File: src/rtl/mmio_uart_tx_pkg.sv
// Shared types for the memory-mapped UART transmitter: register map, FSM
// state encoding, STATUS bit positions and the bit-period helper.
package mmio_uart_tx_pkg;

  typedef enum logic [1:0] {
    UART_TXDATA = 2'd0,
    UART_STATUS = 2'd1,
    UART_DIV    = 2'd2,
    UART_CYCLES = 2'd3
  } mmio_uart_reg_t;

  typedef enum logic [1:0] {
    IDLE  = 2'd0,
    START = 2'd1,
    DATA  = 2'd2,
    STOP  = 2'd3
  } uart_tx_state_t;

  localparam int UART_STATUS_OVERFLOW_BIT = 3;
  localparam int UART_STATUS_BUSY_BIT     = 2;
  localparam int UART_STATUS_FULL_BIT     = 1;
  localparam int UART_STATUS_EMPTY_BIT    = 0;

  // A divisor of zero would stall the bit timer, so it is treated as one.
  function automatic logic [15:0] bit_period(input logic [15:0] div);
    return (div == 16'd0) ? 16'd1 : div;
  endfunction

endpackage

File: src/rtl/mmio_uart_tx_if.sv
// CPU data-bus slice seen by an MMIO responder behind the address decoder.
// Handshake: no valid/ready; a write lands on any rising edge with sel & we,
// and rd is combinational from a[3:2] with no wait states.
interface mmio_uart_tx_if;
  logic        sel;
  logic [31:0] a;
  logic [31:0] wd;
  logic [3:0]  write_byte_enable;
  logic        we;
  logic [31:0] rd;

  modport master (output sel, a, wd, write_byte_enable, we, input rd);
  modport slave  (input sel, a, wd, write_byte_enable, we, output rd);
endinterface

File: src/rtl/mmio_uart_tx_fifo.sv
// Synchronous first-word-fall-through FIFO; dout always shows the head entry.
// A push into a full FIFO is accepted only when a pop happens in the same cycle.
module sync_fifo #(
  parameter int WIDTH = 8,
  parameter int DEPTH = 8
) (
  input  logic                     clk,
  input  logic                     rst,
  input  logic                     push,
  input  logic [WIDTH-1:0]         din,
  input  logic                     pop,
  output logic [WIDTH-1:0]         dout,
  output logic [$clog2(DEPTH):0]   count,
  output logic                     full,
  output logic                     empty
);
  localparam int AW = $clog2(DEPTH);

  logic [WIDTH-1:0] r_mem [DEPTH];
  logic [AW-1:0]    r_wr_ptr;
  logic [AW-1:0]    r_rd_ptr;
  logic [AW:0]      r_count;
  logic             w_do_push;
  logic             w_do_pop;

  assign empty     = (r_count == '0);
  assign full      = (r_count == (AW+1)'(DEPTH));
  assign count     = r_count;
  assign dout      = r_mem[r_rd_ptr];
  assign w_do_pop  = pop & ~empty;
  assign w_do_push = push & (~full | w_do_pop);

  always_ff @(posedge clk) begin
    if (w_do_push) r_mem[r_wr_ptr] <= din;
  end

  // Pointers are exactly AW bits wide, so they wrap modulo DEPTH for free.
  always_ff @(posedge clk) begin
    if (rst) begin
      r_wr_ptr <= '0;
      r_rd_ptr <= '0;
      r_count  <= '0;
    end else begin
      if (w_do_push) r_wr_ptr <= r_wr_ptr + AW'(1);
      if (w_do_pop)  r_rd_ptr <= r_rd_ptr + AW'(1);
      case ({w_do_push, w_do_pop})
        2'b10:   r_count <= r_count + (AW+1)'(1);
        2'b01:   r_count <= r_count - (AW+1)'(1);
        default: r_count <= r_count;
      endcase
    end
  end

endmodule

File: src/rtl/mmio_uart_tx.sv
// Memory-mapped 8N1 UART transmitter: TXDATA stores queue into a FIFO and are
// shifted out LSB first; STATUS, DIV and a free-running CYCLES counter are readable.
module mmio_uart_tx
  import mmio_uart_tx_pkg::*;
#(
  parameter int          FIFO_DEPTH = 8,
  parameter logic [15:0] DIV_RESET  = 16'd868
) (
  input  logic                 clk,
  input  logic                 rst,
  mmio_uart_tx_if.slave        bus,
  output logic                 tx,
  output logic                 irq_empty,
  output logic [1:0]           o_dbg_state
);
  localparam int CW = $clog2(FIFO_DEPTH) + 1;

  localparam logic [1:0] ST_IDLE  = IDLE;
  localparam logic [1:0] ST_START = START;
  localparam logic [1:0] ST_DATA  = DATA;
  localparam logic [1:0] ST_STOP  = STOP;

  mmio_uart_reg_t w_reg;
  logic           w_wr;
  logic           w_txdata_wr;
  logic           w_push;
  logic           w_pop;
  logic           w_busy;
  logic           w_bit_end;
  logic [7:0]     w_fifo_dout;
  logic [CW-1:0]  w_fifo_count;
  logic [6:0]     w_count_ext;
  logic           w_fifo_full;
  logic           w_fifo_empty;
  logic [7:0]     w_status;
  logic           w_unused;

  logic [15:0]    r_div;
  logic [31:0]    r_cycles;
  logic           r_overflow;
  logic           r_irq_empty;
  logic [1:0]     r_state;
  logic [7:0]     r_shift;
  logic [2:0]     r_bit_idx;
  logic [15:0]    r_bit_cnt;
  logic [15:0]    r_period;
  logic           r_tx;

  assign w_reg       = mmio_uart_reg_t'(bus.a[3:2]);
  assign w_wr        = bus.sel & bus.we;
  assign w_txdata_wr = w_wr & (w_reg == UART_TXDATA) & bus.write_byte_enable[0];
  assign w_busy      = (r_state != ST_IDLE);
  assign w_pop       = ~w_busy & ~w_fifo_empty;
  assign w_push      = w_txdata_wr & (~w_fifo_full | w_pop);
  assign w_bit_end   = (r_bit_cnt == r_period - 16'd1);
  assign w_count_ext = 7'(w_fifo_count);
  assign w_status    = {w_count_ext[3:0], r_overflow, w_busy, w_fifo_full, w_fifo_empty};
  assign w_unused    = ^{bus.a[31:4], bus.a[1:0], bus.wd[31:16],
                         bus.write_byte_enable[3:2], w_count_ext[6:4]};

  sync_fifo #(.WIDTH(8), .DEPTH(FIFO_DEPTH)) u_fifo (
    .clk   (clk),
    .rst   (rst),
    .push  (w_push),
    .din   (bus.wd[7:0]),
    .pop   (w_pop),
    .dout  (w_fifo_dout),
    .count (w_fifo_count),
    .full  (w_fifo_full),
    .empty (w_fifo_empty)
  );

  always_comb begin
    bus.rd = '0;
    if (bus.sel) begin
      case (w_reg)
        UART_TXDATA: bus.rd = '0;
        UART_STATUS: bus.rd = {24'b0, w_status};
        UART_DIV:    bus.rd = {16'b0, r_div};
        UART_CYCLES: bus.rd = r_cycles;
        default:     bus.rd = '0;
      endcase
    end
  end

  always_ff @(posedge clk) begin
    if (rst) begin
      r_div       <= DIV_RESET;
      r_cycles    <= '0;
      r_overflow  <= 1'b0;
      r_irq_empty <= 1'b1;
    end else begin
      r_cycles    <= r_cycles + 32'd1;
      r_irq_empty <= w_fifo_empty & ~w_busy;
      if (w_wr && w_reg == UART_DIV) begin
        if (bus.write_byte_enable[0]) r_div[7:0]  <= bus.wd[7:0];
        if (bus.write_byte_enable[1]) r_div[15:8] <= bus.wd[15:8];
      end
      if (w_txdata_wr && !w_push)
        r_overflow <= 1'b1;
      else if (w_wr && w_reg == UART_STATUS && bus.write_byte_enable[0]
               && bus.wd[UART_STATUS_OVERFLOW_BIT])
        r_overflow <= 1'b0;
    end
  end

  // r_period is reloaded only at a bit boundary, so DIV writes never stretch
  // or shorten the bit in flight. tx is registered and trails r_state by one cycle.
  always_ff @(posedge clk) begin
    if (rst) begin
      r_state   <= ST_IDLE;
      r_shift   <= '0;
      r_bit_idx <= '0;
      r_bit_cnt <= '0;
      r_period  <= 16'd1;
      r_tx      <= 1'b1;
    end else begin
      case (r_state)
        ST_START: r_tx <= 1'b0;
        ST_DATA:  r_tx <= r_shift[0];
        default:  r_tx <= 1'b1;
      endcase

      if (r_state == ST_IDLE) begin
        if (w_pop) begin
          r_shift   <= w_fifo_dout;
          r_state   <= ST_START;
          r_bit_cnt <= '0;
          r_period  <= bit_period(r_div);
        end
      end else if (w_bit_end) begin
        r_bit_cnt <= '0;
        r_period  <= bit_period(r_div);
        if (r_state == ST_START) begin
          r_state   <= ST_DATA;
          r_bit_idx <= '0;
        end else if (r_state == ST_DATA) begin
          r_shift   <= r_shift >> 1;
          r_bit_idx <= r_bit_idx + 3'd1;
          if (r_bit_idx == 3'd7) r_state <= ST_STOP;
        end else begin
          r_state <= ST_IDLE;
        end
      end else begin
        r_bit_cnt <= r_bit_cnt + 16'd1;
      end
    end
  end

  assign tx          = r_tx;
  assign irq_empty   = r_irq_empty;
  assign o_dbg_state = r_state;

endmodule

File: src/flat_wrapper.sv
// flat-port wrapper written by rule: the top's interface ports become plain ports
module mmio_uart_tx_flat import mmio_uart_tx_pkg::*;
#(
  parameter int          FIFO_DEPTH = 8,
  parameter logic [15:0] DIV_RESET  = 16'd868
)
  (clk, rst, tx, irq_empty, o_dbg_state, bus_sel, bus_a, bus_wd, bus_write_byte_enable, bus_we, bus_rd);
  mmio_uart_tx_if bus_i ();
  input  logic clk;
  input  logic rst;
  output logic tx;
  output logic irq_empty;
  output logic [1:0] o_dbg_state;
  input wire logic [$bits(bus_i.sel)-1:0] bus_sel;
  input wire logic [$bits(bus_i.a)-1:0] bus_a;
  input wire logic [$bits(bus_i.wd)-1:0] bus_wd;
  input wire logic [$bits(bus_i.write_byte_enable)-1:0] bus_write_byte_enable;
  input wire logic [$bits(bus_i.we)-1:0] bus_we;
  output wire logic [$bits(bus_i.rd)-1:0] bus_rd;
  assign bus_i.sel = bus_sel;
  assign bus_i.a = bus_a;
  assign bus_i.wd = bus_wd;
  assign bus_i.write_byte_enable = bus_write_byte_enable;
  assign bus_i.we = bus_we;
  assign bus_rd = bus_i.rd;
  mmio_uart_tx #(.FIFO_DEPTH(FIFO_DEPTH), .DIV_RESET(DIV_RESET)) u_core (.clk(clk), .rst(rst), .bus(bus_i), .tx(tx), .irq_empty(irq_empty), .o_dbg_state(o_dbg_state));
endmodule
File: config.mk
export PLATFORM = sky130hd
export DESIGN_NAME = mmio_uart_tx_flat
export DESIGN_NICKNAME = d
export VERILOG_FILES = /design/src/rtl/mmio_uart_tx_pkg.sv /design/src/rtl/mmio_uart_tx_if.sv /design/src/rtl/mmio_uart_tx_fifo.sv /design/src/rtl/mmio_uart_tx.sv /design/src/flat_wrapper.sv
export SDC_FILE = /design/constraint.sdc
export NUM_CORES = 1
export LEC_CHECK = 0
export ABC_AREA = 1
export CORE_ASPECT_RATIO = 1.5
export CORE_MARGIN = 2
export CORE_UTILIZATION = 42
export CTS_CLUSTER_SIZE = 14
export DETAILED_ROUTE_END_ITERATION = 6
export PLACE_DENSITY_LB_ADDON = 0.12
export SETUP_SLACK_MARGIN = 0.2
export SYNTH_ARGS = -nofsm -noshare
export SYNTH_HDL_FRONTEND = slang
export SYNTH_SLANG_ARGS = --single-unit
File: constraint.sdc
create_clock -name clk -period 5.6 [get_ports clk]
set_input_delay 1.12 -clock clk [delete_from_list [all_inputs] [get_ports clk]]
set_output_delay 1.12 -clock clk [all_outputs]
set_load 0.1 [all_outputs]
### After elaboration in Yosys (flattened, before gate mapping)

Memories as Yosys holds them, arrays and structs flattened. A register that Yosys moved wholly into a read port is not among the register bits.
Cells that the tools add are included.

* bits in registers: 106
* latch bits: 0
* memory bits (writable): 64
* memory bits (read-only): 0
* input bits: 72
* output and inout port bits: 36
* word-level logic and storage cells: 102
* memories: 1

Memories
* u_core.u_fifo.r_mem: depth 8, width 8, rd ports 1, clocked after memory_dff 1, wr ports 1, RTL line mmio_uart_tx_fifo.sv:19 `logic [WIDTH-1:0] r_mem [DEPTH];`

* add/subtract/negate cells: 8
* multiply operators: 0
* div/mod/pow operators: 0
* magnitude comparators: 0
* equality and inequality tests: 13
* shifts and indexed selects: 0
* mux-type cells: 30
* bitwise operators: 14
* reduce and logical (&&, ||, !) cells: 22

Operator list (count)
* $pmux W32 S4: 1
* $mux W16: 7
* $mux W8: 5
* $add A32 B1 Y32 const B: 1
* $mux W32: 1
* $add A16 B1 Y16 const B: 1
* $eq A16 B16 Y1: 1
* $logic_not A16 Y1: 1
* $sub A16 B1 Y16 const B: 1
* $mux W2: 6
* $mux W3: 4
* $reduce_bool A2 Y1: 6
* $add A3 B1 Y3 const B: 3
* $and A1 B1 Y1: 8
* $eq A2 B2 Y1 const B: 4
* $pmux W4 S2: 1
* $eq A2 B1 Y1 const B: 3
* $reduce_and A2 Y1: 3
* $reduce_and A3 Y1: 2
* $logic_and A1 B1 Y1: 5
* $add A4 B1 Y4 const B: 1
* $eq A4 B4 Y1 const B: 1
* $logic_not A2 Y1: 2
* $logic_not A4 Y1: 1
* other kinds (11): 18

### Longest topological paths before layout

* word-level depth: 8
* depth in mapped cells: 18
* gate-level depth less buffers: 17

### Cells and area by module

Synthesis repeated with hierarchy kept, for this count alone.

* cells, all modules: 1082
* area total of the unflattened synthesis: 8623.3 um2

By module, submodules not included
* mmio_uart_tx: instances 1, cells an instance 822, area each 5406.4 um2, sequential area each 1921.8 um2
* sync_fifo: instances 1, cells an instance 260, area each 3216.8 um2, sequential area each 2182.1 um2

### Worst setup path after synthesis

Ideal clock, no wire load.

* path kind: input to output
* from: input bus_sel
* to: output bus_rd[20]
* data arrival time: 3882 ps
* required time: 4480 ps
* path slack: 598 ps
* stages: 4
* buffers on the path: 2
* path through: clkbuf_1 -> clkinv_1 -> clkbuf_1 -> nor3_1

* longest elaborated chain between the ends: 1

Ends and longest elaborated chain
* start, declared: RTL line flat_wrapper.sv:14 `input wire logic [$bits(bus_i.sel)-1:0] bus_sel;`
* $mux W32: RTL line mmio_uart_tx.sv:75 `if (bus.sel) begin`
* end, declared: RTL line flat_wrapper.sv:19 `output wire logic [$bits(bus_i.rd)-1:0] bus_rd;`

Every way passes these cells.

### Worst setup path after layout

* from: input bus_sel
* to: output bus_rd[8]

The elaborated chain is that of the path after synthesis.

==> results <==
- The run finished with clean final reports.
- Summing over every cut layer, the via total after detailed routing is ~7100.
- The library cell used as clock root buffer is clkbuf_16.
- The combined global-route utilization of all metal layers is roughly 20%.
- The number of nets at the end of the flow is 1219.
- The wire length on met1 is between 8000 and 9000 um.
- The vertical extent of the die is ~180 um.
- In this run the count of I/O pins placed on the die edge is 108.
- The number of cell rows is 63.
- The effective utilization at floorplan is 42.9%.
- For this run, the leading register cell type out of synthesis is dfxtp_1.
- The number of pins exceeding their max-slew limit in the final report is 0.
- The area growth from synthesis to layout is 16.3%.
- Power spread over the standard cell area amounts to about 460 mW/mm^2.
- The number of antenna diodes in the final layout is 0.
- Setup slack closes at 1.46 ns.
- The category of the critical setup timing path is in2out.
- The TritonCTS clock tree is done.
- The post-synthesis cell type with the largest combined area is dfxtp_1.
- After synthesis the cells add up to 0.00853 mm^2.
- The wire length of the first global-routing pass is 33200 um.
- The number of warning messages in the yosys log is 0.
- Yosys attributes the largest share of cell area to dfxtp_1 26%, edfxtp_1 23%, nand2_1 8.6%.
- Setup violations remaining at the end of the flow were counted as 0.
- After detailed routing, the total wire length is roughly 21000 um.
- Fill cells in the final layout number about 2000.
- OpenSTA, run right after detailed placement, puts the worst setup slack at 1.44 ns.
- The ratio of cells with drive above 1 in the final layout is 9.51%.
- The count of flip-flops with a built-in enable after synthesis is 64.
- In this run the biggest area consumer among cell types represents 25.6% of the synthesized area.
- The clock edge transition at the registers on the reported setup and hold paths is 0.07 ns.
- Walking the worst path, the cells encountered are clkdlybuf4s50_1, buf_4, clkinv_1, a21oi_1, buf_4.
- For the worst-skew pair, the clock arrives at the later sink with an insertion delay of 0.44 ns.
- Once detail routing completed, the nets flagged for antenna violations numbered 0.
- At the end of routability-driven placement, the weighted congestion stood at ~0.84.
- The min-delay analysis places its worst path in the category reg2reg.
- The final critical-path share of the clock period is between 70% and 80%.
- The clock passes through at most 2 buffers.
- Counting every instance in the synthesized netlist gives between 1000 and 1500.
- The number of global-route vias before repair is 6718.
- The capturing element type of the critical path is an output port.
- The number of failing hold endpoints at the final stage was 0.
- CTS built an H-tree with a depth of 4.
- At the worst endpoint, the required time is approximately 4.5 ns.
- Once layout is done, the placed cells without fillers occupy 0.00992 mm^2.
- Across the run, the number of max-cap violations was 0.
- For this run, the top clock speed supported by timing is between 0.2 and 0.25 GHz.
- Summed over all nets, the half-perimeter wirelength after detailed placement is around 15000 um.
- In this run the cell area measured after placement is slightly above 0.009 mm^2.
- Setup repair after global routing left no endpoint under its margin.
- The number of antenna violations at the first check in global routing is 0.
- The longest individual stage delay on the worst path is ~0.55 ns.
- The count of buffers added on input and output ports is 59.
- The via-per-instance ratio is 5.04.
- The met3 wirelength from detailed routing is just over 500 um.
- Across the routed clock network, the largest skew measured is approximately 0.013 ns.
- The uppermost metal layer occupied by signal nets is met4.
- For this run the aggregate overflow at the end of global routing stands at 0.
- The synthesized area per cell is about 8 um^2.
- The overall die width is ~120 um.
- Buffers inserted to repair hold after CTS numbered 0.
- After routing, the total negative slack on setup checks comes to 0 ns.
- For the pin with the worst max-slew slack, the measured transition is 0.969 ns.
- Entering global routing, the biggest net connects 54 pins.
- The cell that appears most often on the critical path is buf_4.
- After clock tree synthesis, the setup repair step added 0 buffers.
- The peak fanout along the critical path is 25.
- The wire length on met2 is ~11000 um.
- The arrival time at the worst endpoint is between 3 and 4 ns.
- The critical path launch point type is a primary input.
- The worst path buffer plus inverter count is 4.
- In this run the standard cell core region covers between 0.015 and 0.02 mm^2.
- The register area is 0.00410 mm^2.
- The smallest clock period supported by the final layout is computed as between 4 and 5 ns.
- The number of remaining DRC errors is 0.
- The die covers 0.0215 mm^2.
- The static leakage is 3.84 nW.
- The peak ir drop on the vdd network is 217 uV.
- Among all cell types in the netlist, the one instantiated most often is nand2_1.
- The slowest stage of the critical path is the clkinv_1 cell.
- For this block, the initial DRC count from the detailed router was 416.
- In this run, post-CTS repair resized a total of 0 instances.
- Counting distinct cell types in the post-synthesis netlist gives 48.
- The number of sinks handled by clock tree synthesis is roughly 170.
- After synthesis, the share of flip-flops with an asynchronous set or reset is 0%.
- Counting every net in the synthesized netlist gives approximately 1200.
- The multi-input combinational cells in the finished layout cover a total of approximately 0.0038 mm^2.
- The final routed wire length divided by cell count is about 15 um.
- Measured against its own limit, the worst slew margin works out to a little over a third.
- The share of the Yosys chip area taken by registers is between 40 and 50%.
- The count of TritonRoute iterations in the first routing pass is 4.
- The commonest cells after synthesis are 196 x nand2_1, 163 x nor2_1, 120 x inv_1.
- The gate family responsible for the most delay along the worst path is buffers and inverters.
- The synthesis-stage register bit count is between 150 and 200.
- The number of clock buffers added by TritonCTS is 17.
[cells by family after synthesis]
group	count (synthesis)	share of synthesized area [%]
compound gates	188	12.3
flops	173	48.1
xor+xnor	26	2.67
buf+inv	164	7.54
fa+ha+maj	14	2.14
mux	7	0.822
simple gates	505	26.4
[worst register-to-register path, delay by kind of cell, from the launching register on]
family | cells | cell delay, ns
buffers and inverters | 3 | 0.57
AOI/OAI and AO/OA | 3 | 0.53
adders and majority gates | 3 | 0.76
and+or+nand+nor | 6 | 0.94
DFF | 1 | 0.35
[flip-flops by register name (all words and copies together) (netlist names), 2 cells and up, named ones only]
register                flops
u_core.r_div               16
u_core.r_shift              8
u_core.u_fifo.r_rd_ptr      3
u_core.r_cycles            32
u_core.r_period            16
u_core.r_bit_idx            3
u_core.u_fifo.r_wr_ptr      3
u_core.r_bit_cnt           16
u_core.u_fifo.count         4
u_core.o_dbg_state          2
u_core.u_fifo.r_mem        64
[metal layers]
layer  GRT usage [%]  up-vias
met5               0        -
met4            6.44        0
met3            2.81       18
met2            38.1       99
met1            22.3     3273
li1                -     3691
[layout make-up]
cell class | instances | share of cell area (%)
Clock buffer | 19 | 4.36
Clock inverter | 13 | 1.84
Tap cell | 260 | 3.28
Multi-Input combinational cell | 740 | 38.1
Timing Repair Buffer | 74 | 6.23
Inverter | 127 | 4.81
Sequential cell | 173 | 41.4
[path summary, 6_finish.rpt]
path                                  start                endpoint  slack (ns)  depth (start not counted)
setup / recovery                    bus_sel               bus_rd[8]        1.46                          5
hold / removal    u_core.u_fifo.r_rd_ptr[2]                    flop        0.46                          2
setup reg to reg      u_core.o_dbg_state[0]  u_core.u_fifo.count[3]        2.37                         15
hold reg to reg   u_core.u_fifo.r_rd_ptr[2]                    flop        0.46                          2
[layout by cell type (no fill, tap or decap), types with 3 or more instances in the layout]
cell type / count
nor3b_1: 3
nand2_1: 196
mux2i_1: 7
o21ai_0: 70
inv_6: 3
inv_1: 120
clkinv_1: 3
nand3_1: 47
clkdlybuf4s50_1: 26
edfxtp_1: 64
o21a_1: 5
buf_4: 47
nor2_4: 3
clkbuf_16: 17
o22ai_1: 19
nor3_1: 40
dfxtp_1: 109
clkinv_8: 3
o211ai_1: 3
nor2_2: 6
nor4_1: 9
nand2_4: 4
xor2_1: 16
o32ai_1: 8
xnor2_1: 10
nand4_1: 13
inv_2: 4
nand3b_1: 5
nand2_2: 6
ha_1: 13
a21oi_1: 72
nor2_1: 163
[per-stage QoR]
| step | utilization (%) | cells | hold WS (ns) | total power (W) |
|---|---|---|---|---|
| floorplan | - | 1077 | 0.430 | 0.00295 |
| global placement | 46.8 | 1374 | 0.449 | 0.00331 |
| detailed placement | 46.8 | 1374 | 0.454 | 0.00334 |
| CTS | 49.9 | 1406 | 0.459 | 0.00458 |
| global route | 49.9 | 1406 | 0.489 | 0.00484 |
| finish | 49.9 | 1406 | 0.456 | 0.00452 |
[power by group]
group / switching [W] / internal (W) / total, W
Clock: 0.000547 / 0.000680 / 0.00123
Sequential: 0.000108 / 0.00142 / 0.00153
Combinational: 0.00121 / 0.000551 / 0.00177
Note: power is estimated with default switching activity, not from simulation.
==> edit 1 (same flow settings) <==
Put one more register stage on the output `tx`. The value now appears one clock later. The other outputs are not delayed to match. Comments in the files are not updated.
--- a/src/rtl/mmio_uart_tx.sv
+++ b/src/rtl/mmio_uart_tx.sv
@@ -149,3 +149,5 @@
 
-  assign tx          = r_tx;
+  always_ff @(posedge clk) begin
+    tx <= r_tx;
+  end
   assign irq_empty   = r_irq_empty;
Function: changed (Yosys sat finds a counterexample within 4 cycles, from zero or initial values and one cycle with rst high).
==> edit 1 against the original RTL <==
Setup slack worse by 0.36 ns; via count down 2.0%; final area decreased by 2.5%; clock skew rose by 0.0043 ns; routed wire length rose by 0.38%; total power down 3.1%; sequential cell count up 1; synthesized area down 1.9%; critical path type unchanged; critical endpoint is now bus_rd[0].
==> edit 1: results <==
outcome:
  status: "finished, final reports clean"
place:
  place.gp.congestion: 0.835
  placed_cells_incl_taps: 1342
  placed_area_um2: 9110
power:
  leakage_nw: 3.76
  switching_share_pct: 41.9
  p_comb_mw: 1.67
  ir_drop_mv: 0.192
critical_path:
  r2r_cells: 14
  startpoint: "bus_a[2]"
  timing.rr.start: "u_core.o_dbg_state[1]$_SDFFE_PP0P_"
  crit_arrival_ns: 3.38
  r2r_slack_ns: 2.45
grt:
  use_met3_pct: 3.16
  use_met1_pct: 22.0
  track_usage_pct: 20.5
  grt_pass1_wl_um: 33800
finish:
  drive_above_1_share_pct: 8.98
logic_synthesis:
  yosysSeqAreaShare_pct: 49.3
  avgSynthCellArea_um2: 7.97
  syn_nets: 1135
timing:
  slew_headroom_pct: 30.2
  fmax_mhz: 222
  worst_hold_slack_ns: 0.329
drt:
  wirelength_um: 20700
  drt_iter0_markers: 406
min_path:
  hold_path_depth: 0
edit 1: cell count changes after synthesis, moves of 3 or more:
cell | before | now
inv_1 | 120 | 114
buf_2 | 3 | 6
o221ai_1 | 2 | 5
nor4_1 | 9 | 5
nor3_1 | 40 | 32
edit 1: cells by family (layout without fill, tap and decap cells):
kind of cell	Yosys count	in the layout	share of synthesized area [%]
buf+inv	155	220	7.27
flops	174	174	49.3
mux	9	9	1.08
compound gates	186	186	12.5
xor+xnor	24	24	2.51
simple gates	487	487	25.2
fa+ha+maj	14	14	2.18
edit 1: layout make-up:
cell class / instances / share of cell area (%)
multi-input combinational: 720 / 37.5
timing repair buffer: 70 / 6.08
sequential: 174 / 42.6
clock inverter: 14 / 1.37
inverter: 118 / 4.58
tap: 260 / 3.36
clock buffer: 18 / 4.44
edit 1: worst max-delay path: stages:
cell and delay (ns):
clkdlybuf4s50_1 0.46, nand2_1 0.60, inv_1 0.37, a221oi_1 0.49, nor2_1 0.07, buf_4 0.26
==> edit 2 (config.mk and constraints unchanged) <==
Made on the original files. `FIFO_DEPTH` is set to 8 in 2 places; all go to 16.
--- a/src/rtl/mmio_uart_tx.sv
+++ b/src/rtl/mmio_uart_tx.sv
@@ -5,3 +5,3 @@
 #(
-  parameter int          FIFO_DEPTH = 8,
+  parameter int          FIFO_DEPTH = 16,
   parameter logic [15:0] DIV_RESET  = 16'd868
--- a/src/flat_wrapper.sv
+++ b/src/flat_wrapper.sv
@@ -3,3 +3,3 @@
 #(
-  parameter int          FIFO_DEPTH = 8,
+  parameter int          FIFO_DEPTH = 16,
   parameter logic [15:0] DIV_RESET  = 16'd868
Behaviour: same outputs for any inputs over 4 cycles, from zero or initial values and one cycle with rst high; that may be too few to reach the edited logic, so the function may still have changed.
==> edit 2 against the original RTL <==
Final area increased by 29%; clock power increased by 28%; synthesized area increased by 33%; sequential power increased by 38%; total power increased by 23%; setup slack got worse by 0.36 ns; clock skew increased by 0.0013 ns; sequential cell count increased by 68; combinational power increased by 6%; maximum frequency decreased by 8.0%; routed wire length increased by 39%; first-iteration DRC count increased by 19%; sequential share of layout area increased by 6.2 points.
==> edit 2: results <==
outcome:
  status: "finished, final reports clean"
power:
  p_clk_share_pct: 28.4
  p_seq_mw: 2.11
logic_synthesis:
  yosysSeqAreaShare_pct: 54.0
  synth_cells: 1314
  synth_area_leaders: "edfxtp_1, dfxtp_1, nor2_1"
  synthFlopType: "edfxtp_1"
  synth.area.mux_share_pct: 0
  synth.distinct_cells: 46
  synth_xor_area_share_pct: 2.25
  synth_edf_count: 128
  synthTopCellsByCount: "nor2_1, nand2_1, inv_1"
place:
  hpwl_um: 19500
  placed_area_um2: 12100
grt:
  grt_pass1_wl_um: 45800
  use_met1_pct: 22.5
  first_global_vias: 8669
critical_path:
  critPathMaxStageDelay_ns: 0.60
  cpMaxStageDelayCell: "nand2_1"
  crit_arrival_ns: 3.38
drt:
  drt_pass1_iterations: 7
  wire_per_inst_um: 16.7
  vias_per_cell: 5.26
  m1WireLength_um: 11600
  wl_met3_um: 808
  drt_iter0_markers: 495
timing:
  slew_headroom_pct: 30.1
finish:
  drive_above_1_share_pct: 7.14
  final_nets: 1445
clock_network:
  cts_buffers: 24
edit 2: cell count changes after synthesis, sizes merged, moves of 15 or more:
cell,delta
nor2,+73
edfxtp,+64
o21ai,+49
a21oi,-18
nand2,-15
o221ai,+15
edit 2: path summary, 6_finish.rpt:
check | start | slack [ns] | depth (start not counted) | endpoint
max | bus_a[3] | 1.10 | 6 | bus_rd[0]
min | u_core.r_cycles[0]$_SDFF_PP0_ | 0.47 | 1 | u_core.r_cycles[0]$_SDFF_PP0_
max reg2reg | u_core.u_fifo.count[0]$_SDFFE_PP0P_ | 2.73 | 15 | u_core.u_fifo.count[4]$_SDFFE_PP0P_
min reg2reg | u_core.r_cycles[0]$_SDFF_PP0_ | 0.47 | 1 | u_core.r_cycles[0]$_SDFF_PP0_
edit 2: final cells by class:
type	count	area share, %
Inverter	139	4.06
Tap cell	337	3.28
Clock buffer	35	5.16
Sequential cell	241	47.6
Clock inverter	9	0.780
Timing Repair Buffer	66	4.35
Multi-Input combinational cell	882	34.8
